## src/rtl/alu_pkg.sv

```systemverilog
// Shared opcode and flag definitions for the pipelined ALU and its combinational core.
package alu_pkg;

   localparam int unsigned OP_W = 3;

   typedef enum logic [OP_W-1:0] {
      ALU_ADD  = 3'b000,
      ALU_SUB  = 3'b001,
      ALU_MIN  = 3'b010,
      ALU_MAX  = 3'b011,
      ALU_AND  = 3'b100,
      ALU_OR   = 3'b101,
      ALU_XOR  = 3'b110,
      ALU_XNOR = 3'b111
   } alu_op_e;

   typedef struct packed {
      logic cout;
      logic zero;
      logic neg;
      logic ovf;
   } alu_flags_t;

endpackage

```

## src/rtl/alu_core.sv

```systemverilog
// Combinational ALU datapath: 8-op result plus carry/zero/negative/overflow flags.
module alu_core
   import alu_pkg::*;
#(
   parameter int unsigned WIDTH = 16
) (
   input  logic [WIDTH-1:0] a,
   input  logic [WIDTH-1:0] b,
   input  alu_op_e          op,
   input  logic             sgn,
   input  logic             cin,
   output logic [WIDTH-1:0] y,
   output alu_flags_t       flags
);

   localparam int unsigned XW = WIDTH + 1;

   logic [XW-1:0]    sum;
   logic [XW-1:0]    diff;
   logic [WIDTH-1:0] ka;
   logic [WIDTH-1:0] kb;
   logic             a_lt_b;
   logic             b_lt_a;

   // Flipping the MSB turns a two's-complement compare into an unsigned one
   always_comb begin
      sum    = {1'b0, a} + {1'b0, b} + XW'(cin);
      diff   = {1'b0, a} - {1'b0, b} - XW'(cin);
      ka     = {a[WIDTH-1] ^ sgn, a[WIDTH-2:0]};
      kb     = {b[WIDTH-1] ^ sgn, b[WIDTH-2:0]};
      a_lt_b = (ka < kb);
      b_lt_a = (kb < ka);
   end

   always_comb begin
      y     = '0;
      flags = '0;
      case (op)
         ALU_ADD: begin
            y          = sum[WIDTH-1:0];
            flags.cout = sum[WIDTH];
            flags.ovf  = (a[WIDTH-1] == b[WIDTH-1]) && (y[WIDTH-1] != a[WIDTH-1]);
         end
         ALU_SUB: begin
            y          = diff[WIDTH-1:0];
            flags.cout = diff[WIDTH];
            flags.ovf  = (a[WIDTH-1] != b[WIDTH-1]) && (y[WIDTH-1] != a[WIDTH-1]);
         end
         ALU_MIN:  y = b_lt_a ? b : a;
         ALU_MAX:  y = a_lt_b ? b : a;
         ALU_AND:  y = a & b;
         ALU_OR:   y = a | b;
         ALU_XOR:  y = a ^ b;
         ALU_XNOR: y = ~(a ^ b);
         default:  y = '0;
      endcase
      flags.zero = (y == '0);
      flags.neg  = y[WIDTH-1];
   end

endmodule

```

## src/rtl/alu_pipe.sv

```systemverilog
// Two-stage valid/ready wrapper around alu_core: S1 holds operands, S2 holds result and flags.
module alu_pipe
   import alu_pkg::*;
#(
   parameter int unsigned WIDTH = 16
) (
   input  logic             clk,
   input  logic             rst,
   input  logic             in_valid,
   output logic             in_ready,
   input  logic [WIDTH-1:0] a,
   input  logic [WIDTH-1:0] b,
   input  logic [OP_W-1:0]  op,
   input  logic             sgn,
   input  logic             cin,
   output logic             out_valid,
   input  logic             out_ready,
   output logic [WIDTH-1:0] y,
   output logic             cout,
   output logic             zero,
   output logic             neg,
   output logic             ovf
);

   logic             s1_valid;
   logic [WIDTH-1:0] s1_a;
   logic [WIDTH-1:0] s1_b;
   alu_op_e          s1_op;
   logic             s1_sgn;
   logic             s1_cin;
   logic             s1_load;
   logic             s2_load;
   logic [WIDTH-1:0] core_y;
   alu_flags_t       core_flags;

   // in_ready follows out_ready combinationally so a draining S2 lets S1 refill without a bubble
   always_comb begin
      s2_load  = s1_valid & (~out_valid | out_ready);
      in_ready = ~s1_valid | s2_load;
      s1_load  = in_valid & in_ready;
   end

   always_ff @(posedge clk) begin
      if (rst) begin
         s1_valid <= 1'b0;
      end else if (s1_load) begin
         s1_valid <= 1'b1;
      end else if (s2_load) begin
         s1_valid <= 1'b0;
      end
   end

   // Operand registers carry no reset; s1_valid qualifies them
   always_ff @(posedge clk) begin
      if (s1_load && !rst) begin
         s1_a   <= a;
         s1_b   <= b;
         s1_op  <= alu_op_e'(op);
         s1_sgn <= sgn;
         s1_cin <= cin;
      end
   end

   alu_core #(
      .WIDTH (WIDTH)
   ) u_core (
      .a     (s1_a),
      .b     (s1_b),
      .op    (s1_op),
      .sgn   (s1_sgn),
      .cin   (s1_cin),
      .y     (core_y),
      .flags (core_flags)
   );

   always_ff @(posedge clk) begin
      if (rst) begin
         out_valid <= 1'b0;
         y         <= '0;
         cout      <= 1'b0;
         zero      <= 1'b0;
         neg       <= 1'b0;
         ovf       <= 1'b0;
      end else begin
         if (s2_load) begin
            out_valid <= 1'b1;
            y         <= core_y;
            cout      <= core_flags.cout;
            zero      <= core_flags.zero;
            neg       <= core_flags.neg;
            ovf       <= core_flags.ovf;
         end else if (out_ready) begin
            out_valid <= 1'b0;
         end
      end
   end

endmodule

```

## config.mk

```make
export PLATFORM = sky130hd
export DESIGN_NAME = alu_pipe
export DESIGN_NICKNAME = d
export VERILOG_FILES = /design/src/rtl/alu_pkg.sv /design/src/rtl/alu_core.sv /design/src/rtl/alu_pipe.sv
export SDC_FILE = /design/constraint.sdc
export NUM_CORES = 1
export LEC_CHECK = 0
export CORE_ASPECT_RATIO = 2
export CORE_MARGIN = 2
export CORE_UTILIZATION = 30
export CTS_CLUSTER_DIAMETER = 200
export DETAILED_ROUTE_END_ITERATION = 10
export PLACE_DENSITY_LB_ADDON = 0.3
export SYNTH_ARGS = -nofsm -noshare
export SYNTH_HDL_FRONTEND = slang
export SYNTH_SLANG_ARGS = --single-unit
```

## constraint.sdc

```tcl
create_clock -name clk -period 3.1 [get_ports clk]
set_input_delay 0.62 -clock clk [delete_from_list [all_inputs] [get_ports clk]]
set_output_delay 0.62 -clock clk [all_outputs]
set_load 0.01 [all_outputs]
```

==> qor.csv, run 1 <==
stage,metric,value,unit
outcome,violations,negative setup slack,
synth,synthMostInstantiatedCell,ha_1,
synth,ys.flop_type,edfxtp_1,
cts,cts_tree,done,
power_and_ir_drop,pwr_density_cell,355,mW/mm²
worst_setup_path,worstPathRequired,3.40,ns
cells_and_area,finish.instance_area,0.00856,mm²
routing,route.detailed.drc,0,
synth,synth_warnings,0,
grt,grt_start_max_net_pins,38,
placement,hpwl,14.6,mm
synth,syn-instance-count,646,
synth,netlist_area,0.00566,mm²
grt,grt_usage,18.5,%
routing,via_per_inst,5.16,
run,maxCapViolCount,0,
worst_setup_path,worst-endpoint-arrival,3.67,ns
min_path,hold_path.class,flop to flop,
placement,gp_congestion,0.914,
cells_and_area,fin_cells,1082,
sta,final.setup.tns,-1.22,ns
grt,grt_pass1_vias,5526,
worst_setup_path,setup.worst_path.end_class,flop,
sta,timing.final.crit_share,109,%
sta,fmax,296,MHz
synth,synth_largest_area_cell,edfxtp_1,
placement,postPlaceCellArea,0.00765,mm²
cts,holdBufCountCts,0,
placement,dp_worst_setup_slack,-0.383,ns
routing,drt_first_pass_iters,5,
placement,portBuffers,62,
routing,vias,5579,
synth,synthArstFlopShare,0,%
synth,yosys-top-cells-count,"ha_1 (77), inv_1 (59), nand2_1 (51)",
floorplan,start_util,30.3,%
worst_setup_path,worstPathMaxFanout,7,
cells_and_area,finalNetCount,980,
cts,cts_root_buf,clkbuf_16,
floorplan,die_w,101,µm
sta,rsz0062_at_grt,true,
cells_and_area,utilization,45.9,%
synth,synth_fp_nets,768,
cells_and_area,diodes,0,
sta,worstMarginPinSlew,1.07,ns
synth,synth_area_leaders,"edfxtp_1 (20%), ha_1 (17%), dfxtp_1 (7.4%)",
floorplan,pin_count,63,
synth,synth-seq-area-share,27.0,%
sta,skew,0.00365,ns
placement,placed_cells,1047,
sta,period_needed,3.38,ns
cts,cts_max_path_buffers,2,
floorplan,dieHeight,198,µm
cts,path_clk_slew,0.06,ns
synth,synth_top_cell_area_share,19.6,%
grt,antenna_found_initial,0,
grt,grt_remaining_overflow,0,
worst_setup_path,r2r_setup_slack,-0.28,ns
cts,cts_made_buffers,9,
synth,synth_cell_types,72,
cells_and_area,area_growth_syn_to_layout,51.2,%
synth,ys_ff_latch,58,
floorplan,rows,71,
synth,syn_area_per_cell,8.76,µm²
routing,drtAntennaViolNets,0,
routing,routed_wl,18.6,mm
floorplan,die-area,0.0201,mm²
power_and_ir_drop,peakVddDrop,0.212,mV
sta,worst_slack,-0.276,ns
outcome,outcome,finished with violations,
routing,wl_per_cell,17.2,µm
power_and_ir_drop,power_leakage,3.66,nW
grt,grt_pass1_wl,27.9,mm
synth,synth-edff-count,37,
cts,clk_latency,0.35,ns
sta,hold_viol,0,
cells_and_area,drive_above_1_share,33.1,%
cts,cts_htree_levels,3,
sta,relSlewSlack,28.3,%
sta,slew_viol_final,0,
routing,drtIter0Drc,351,
cells_and_area,fillers,1792,
sta,holdWs,0.452,ns
cts,numClockSinks,58,
worst_setup_path,path_class,flop to flop,
sta,setup_violations,13,
floorplan,core_area,0.0187,mm²
worst_setup_path,startpoint_type,flop,
power_and_ir_drop,total_power,3.04,mW
[where the power goes]
group	switching (mW)	total, mW	internal (mW)	leakage, nW
Clock	0.408	1.05	0.646	0.158
Sequential	0.0298	0.894	0.864	0.519
Combinational	0.527	1.09	0.561	2.99
Total	0.964	3.04	2.07	3.66
[kinds of logic after synthesis]
kind of cell	synth area share, %
compound gates	19.9
buf+inv	7.27
xor+xnor	4.33
fa+ha+maj	18.4
simple gates	17.2
mux	5.81
flops	27.0
[sequential cells by signal (all words and copies together), names as in the netlist]
signal and count:
cout 1, out_valid 1, ovf 1, s1_a 16, s1_b 16, s1_cin 1, s1_op 3, s1_sgn 1
s1_valid 1, y 16, zero 1
[final timing paths]
check / cells past startpoint / endpoint / start
setup / recovery: 16 / zero / s1_b[14]
hold / removal: 2 / y[8] / y[8]
setup reg to reg: 16 / zero / s1_b[14]
hold reg to reg: 2 / y[8] / y[8]
[worst max-delay path, cell delays in order, from the launching register on]
cell and delay (ns):
edfxtp_1 0.40, inv_2 0.10, ha_4 0.21, nor4_4 0.39, nand4_2 0.21, buf_4 0.19, o2111ai_4 0.24, buf_6 0.14
o31ai_4 0.06, buf_6 0.15, buf_4 0.14, nand3_1 0.07, o31ai_1 0.12, o32a_1 0.42, nor4_2 0.28, nand4b_1 0.12
nand2_1 0.06
[final cells by class]
type | instances | area [µm²] | share of cell area [%]
multi-input cells | 492 | 4170 | 48.7
repair buffers | 238 | 2050 | 23.9
flip-flops and latches | 58 | 1530 | 17.9
clock buffers | 11 | 275 | 3.22
well taps | 219 | 274 | 3.20
inverters | 59 | 221 | 2.59
clock inverters | 5 | 38.8 | 0.453
[cell usage in the layout (no fill, tap or decap), drive strengths merged, types with 9 or more instances in the layout]
| master | netlist | final |
|---|---|---|
| buf | 11 | 176 |
| ha | 77 | 77 |
| inv | 59 | 63 |
| clkdlybuf4s50 | 0 | 62 |
| nand2 | 51 | 51 |
| nor2 | 42 | 42 |
| a21oi | 42 | 42 |
| edfxtp | 37 | 37 |
| o21ai | 34 | 34 |
| mux2i | 25 | 25 |
| dfxtp | 21 | 21 |
| xnor2 | 18 | 18 |
| nor2b | 17 | 17 |
| nand3 | 16 | 16 |
| nand2b | 14 | 14 |
| a211oi | 12 | 12 |
| clkbuf | 26 | 11 |
| nor3 | 11 | 11 |
| xor2 | 10 | 10 |
| a22oi | 9 | 9 |
[what timing repair did]
item | in CTS | in global routing
endpoints found under the setup margin | 15 | 19
pin swaps | 11 | 33
buffers inserted | 8 | 11
resized for setup | 24 | 74
[per-layer routing]
layer  wire length (µm)  part of all wire (%)  track usage (%)  up-vias
met5                  0                     0                0        -
met4               1080                   5.8             12.7        0
met3                654                   3.5             2.89       59
li1                   -                     -                -     2734
met1               6690                    36             17.6     2640
met2              10200                    55             34.8      146
(Power assumes the default switching activity.)
==> run 2, diff against run 1 <==
--- a/config.mk
+++ b/config.mk
@@ -5,9 +5,11 @@
 export SDC_FILE = /design/constraint.sdc
 export NUM_CORES = 1
 export LEC_CHECK = 0
+export ABC_AREA = 1
 export CORE_ASPECT_RATIO = 2
 export CORE_MARGIN = 2
 export CORE_UTILIZATION = 30
+export CTS_BUF_LIST = sky130_fd_sc_hd__clkbuf_4 sky130_fd_sc_hd__clkbuf_8
 export CTS_CLUSTER_DIAMETER = 200
 export DETAILED_ROUTE_END_ITERATION = 10
 export PLACE_DENSITY_LB_ADDON = 0.3
==> qor.csv, run 2 <==
stage,metric,value,unit
floorplan,rows,73,
synth,synth_top_family_by_area,simple AND/OR/NAND/NOR gates,
cells_and_area,utilization,40.3,%
synth,syn-instance-count,865,
cells_and_area,finish.instance_area,0.00794,mm²
min_path,hold_path.class,flop to flop,
cts,numClockSinks,58,
worst_setup_path,worstPathMaxFanout,4,
worst_setup_path,r2r_setup_slack,0.23,ns
synth,synth-compound-area-share,13.3,%
sta,setup_violations,0,
worst_setup_path,critical-path-max-stage-delay,0.55,ns
synth,synth_warnings,0,
cells_and_area,diodes,0,
cells_and_area,fillers,2154,
floorplan,core_area,0.0197,mm²
power_and_ir_drop,p_sw_share,35.6,%
cts,holdBufCountCts,0,
placement,placed_cells,1267,
routing,route.detailed.drc,0,
placement,dp_worst_setup_slack,0.0898,ns
synth,synth-seq-area-share,25.6,%
worst_setup_path,rr_startpoint,s1_b[0],
synth,netlist_area,0.00599,mm²
power_and_ir_drop,p_clk_share,28.6,%
min_path,hold_end,zero,
placement,gp_congestion,0.992,
floorplan,start_util,30.4,%
sta,holdWs,0.495,ns
synth,syn_area_per_cell,6.92,µm²
power_and_ir_drop,intPower,1.69,mW
cells_and_area,fin_cells,1287,
worst_setup_path,cp_slowest_cell,fa_1,
run,maxCapViolCount,0,
synth,synth_area_leaders,"edfxtp_1 (19%), ha_1 (16%), nand2_1 (11%)",
sta,skew,0.0108,ns
power_and_ir_drop,seq_power_share,34.0,%
grt,grt_usage,21.5,%
routing,drtAntennaViolNets,0,
sta,slew_viol_final,0,
cts,cts_root_buf,clkbuf_8,
sta,worstMarginPinSlew,0.734,ns
routing,drtIter0Drc,324,
outcome,outcome,finished clean,
placement,hpwl,18.0,mm
synth,synthAdderAreaFrac,17.4,%
floorplan,die-area,0.0212,mm²
cells_and_area,top_regs,"s1_a: 16 flops, s1_b: 16 flops, y: 16 flops",
synth,synth_cell_types,44,
sta,worst_slack,0.231,ns
worst_setup_path,worstPathRequired,3.43,ns
cts,cts_htree_levels,3,
power_and_ir_drop,combPwrFrac,37.4,%
synth,synthSimpleGateAreaFrac,31.4,%
grt,antenna_found_initial,0,
cells_and_area,layout_common_cells,"nand2_1 (171), inv_1 (111), nor2_1 (108)",
synth,synthMostInstantiatedCell,nand2_1,
power_and_ir_drop,p_sw,936,µW
floorplan,dieHeight,204,µm
routing,drt_first_pass_iters,5,
floorplan,die_w,104,µm
placement,portBuffers,62,
grt,grt_remaining_overflow,0,
synth,synth_mux_area_share,0,%
worst_setup_path,setup.worst_path.end_class,flop,
worst_setup_path,worst-r2r-cell-count,14,
synth,synth-edff-count,37,
worst_setup_path,reg2reg_to,zero,
power_and_ir_drop,power_leakage,3.80,nW
synth,synth-xor-area-share,1.75,%
worst_setup_path,startpoint_type,flop,
cells_and_area,area_growth_syn_to_layout,32.6,%
routing,via_per_inst,5.02,
sta,hold_viol,0,
cts,clk_latency,0.39,ns
worst_setup_path,worst-endpoint-arrival,3.20,ns
grt,grt_pass1_wl,34.4,mm
routing,wl_per_cell,17.3,µm
placement,postPlaceCellArea,0.00762,mm²
min_path,min_from,zero,
power_and_ir_drop,peakVddDrop,0.167,mV
synth,synth_fp_nets,987,
floorplan,pin_count,63,
worst_setup_path,path_class,flop to flop,
sta,rsz0062_at_grt,true,
routing,vias,6457,
sta,relSlewSlack,50.8,%
synth,synthArstFlopShare,0,%
power_and_ir_drop,pwr_density_cell,331,mW/mm²
cts,cts_tree,done,
worst_setup_path,crit_top_cell,nand2_1,
routing,routed_wl,22.2,mm
cts,cts_max_path_buffers,2,
synth,synth_top_cell_area_share,18.6,%
synth,synth_largest_area_cell,edfxtp_1,
synth,ys_ff_latch,58,
grt,grt_pass1_vias,6542,
synth,yosys-top-cells-count,"nand2_1 (176), inv_1 (114), nor2_1 (112)",
worst_setup_path,path_cells,"fa_1, fa_2, nand3_1, nand2_1, nand3_1, nand3_1, xor2_1, nand2_1, nand4_1, nor2_2, nand2_1, nor2_1, nand2_1, a21oi_2",
cells_and_area,finalNetCount,1142,
min_path,whs_path_depth,2,
sta,timing.final.crit_share,92.6,%
grt,grt_start_max_net_pins,38,
cells_and_area,final_common_cell,nand2_1,
cells_and_area,drive_above_1_share,17.8,%
sta,period_needed,2.87,ns
cts,path_clk_slew,0.07,ns
cts,cts_made_buffers,9,
synth,ys.flop_type,edfxtp_1,
sta,fmax,349,MHz
-- run 2: cell count changes after synthesis, moves of 9 or more --
| cell | previous run | this run |
|---|---|---|
| a21oi_1 | 41 | 59 |
| mux2i_1 | 25 | 0 |
| nor2_1 | 42 | 112 |
| nand2b_1 | 14 | 0 |
| clkbuf_1 | 26 | 11 |
| inv_1 | 59 | 114 |
| xnor2_1 | 18 | 2 |
| a22oi_1 | 9 | 0 |
| nand3_1 | 16 | 98 |
| o21ai_0 | 32 | 47 |
| nor2b_1 | 17 | 0 |
| nand2_1 | 51 | 176 |
-- run 2: per-stage QoR --
step / power [mW] / TNS (ns)
6_report: 2.63 / 0
5_1_grt: 2.79 / -0.0184
4_1_cts: 2.63 / 0
3_5_place_dp: 1.86 / 0
3_3_place_gp: 1.85 / 0
2_1_floorplan: 1.45 / 0
-- run 2: how the worst max path moves through the flow --
stage	start	endpoint	slack [ns]	cells past startpoint
after global routing	s1_a[3]	zero	-0.02	21
after detailed placement	s1_a[0]	y[13]	0.09	18
final	s1_b[0]	zero	0.23	14
after floorplan	s1_a[0]	zero	0.35	17
after global placement	s1_a[0]	zero	0.11	19
after CTS	s1_a[0]	zero	0.06	19
-- run 2: power groups by stage --
stage          clock (mW)  sequential (mW)  combinational, mW
6_report            0.752            0.894              0.983
3_5_place_dp            0            0.912              0.944
3_3_place_gp            0            0.911              0.940
4_1_cts             0.788            0.894              0.949
2_1_floorplan           0            0.918              0.528
5_1_grt             0.809            0.899               1.08
-- run 2: repair_timing --
item,in CTS,in global routing
setup buffers,0,4
resized for setup,0,30
setup endpoints to repair,0,7
-- run 2: cells by family (layout without fill, tap and decap cells) --
group | count (synthesis) | in the layout
adder cells (fa/ha/maj) | 81 | 81
flip-flops | 58 | 58
XOR/XNOR | 12 | 12
AO/OA/AOI/OAI | 141 | 141
AND/OR/NAND/NOR | 423 | 423
buffers and inverters | 150 | 310
-- run 2: area by class of cell --
| type | instances | area (µm²) | share of cell area (%) |
|---|---|---|---|
| Inverter | 122 | 459 | 5.78 |
| Clock inverter | 5 | 51.3 | 0.646 |
| Multi-Input combinational cell | 657 | 3930 | 49.4 |
| Clock buffer | 11 | 151 | 1.91 |
| Tap cell | 262 | 328 | 4.13 |
| Timing Repair Buffer | 172 | 1500 | 18.8 |
| Sequential cell | 58 | 1530 | 19.3 |
-- run 2: layer usage --
metal / wire length, µm / GRT usage [%] / share of wire (%) / vias to the layer above
li1: - / - / - / 3146
met1: 7490 / 20.0 / 34 / 2982
met5: 0 / 0 / 0 / -
met4: 1650 / 16.0 / 7.4 / 0
met2: 12300 / 41.4 / 55 / 245
met3: 855 / 3.19 / 3.8 / 84
-- run 2: critical path, delay by kind of cell, from the launching register on --
| family | cells | cell delay [ns] |
|---|---|---|
| adders and majority gates | 2 | 1.00 |
| xor gates and xnor gates | 1 | 0.16 |
| DFF | 1 | 0.47 |
| and+or+nand+nor | 10 | 1.06 |
| AOI/OAI and AO/OA | 1 | 0.10 |
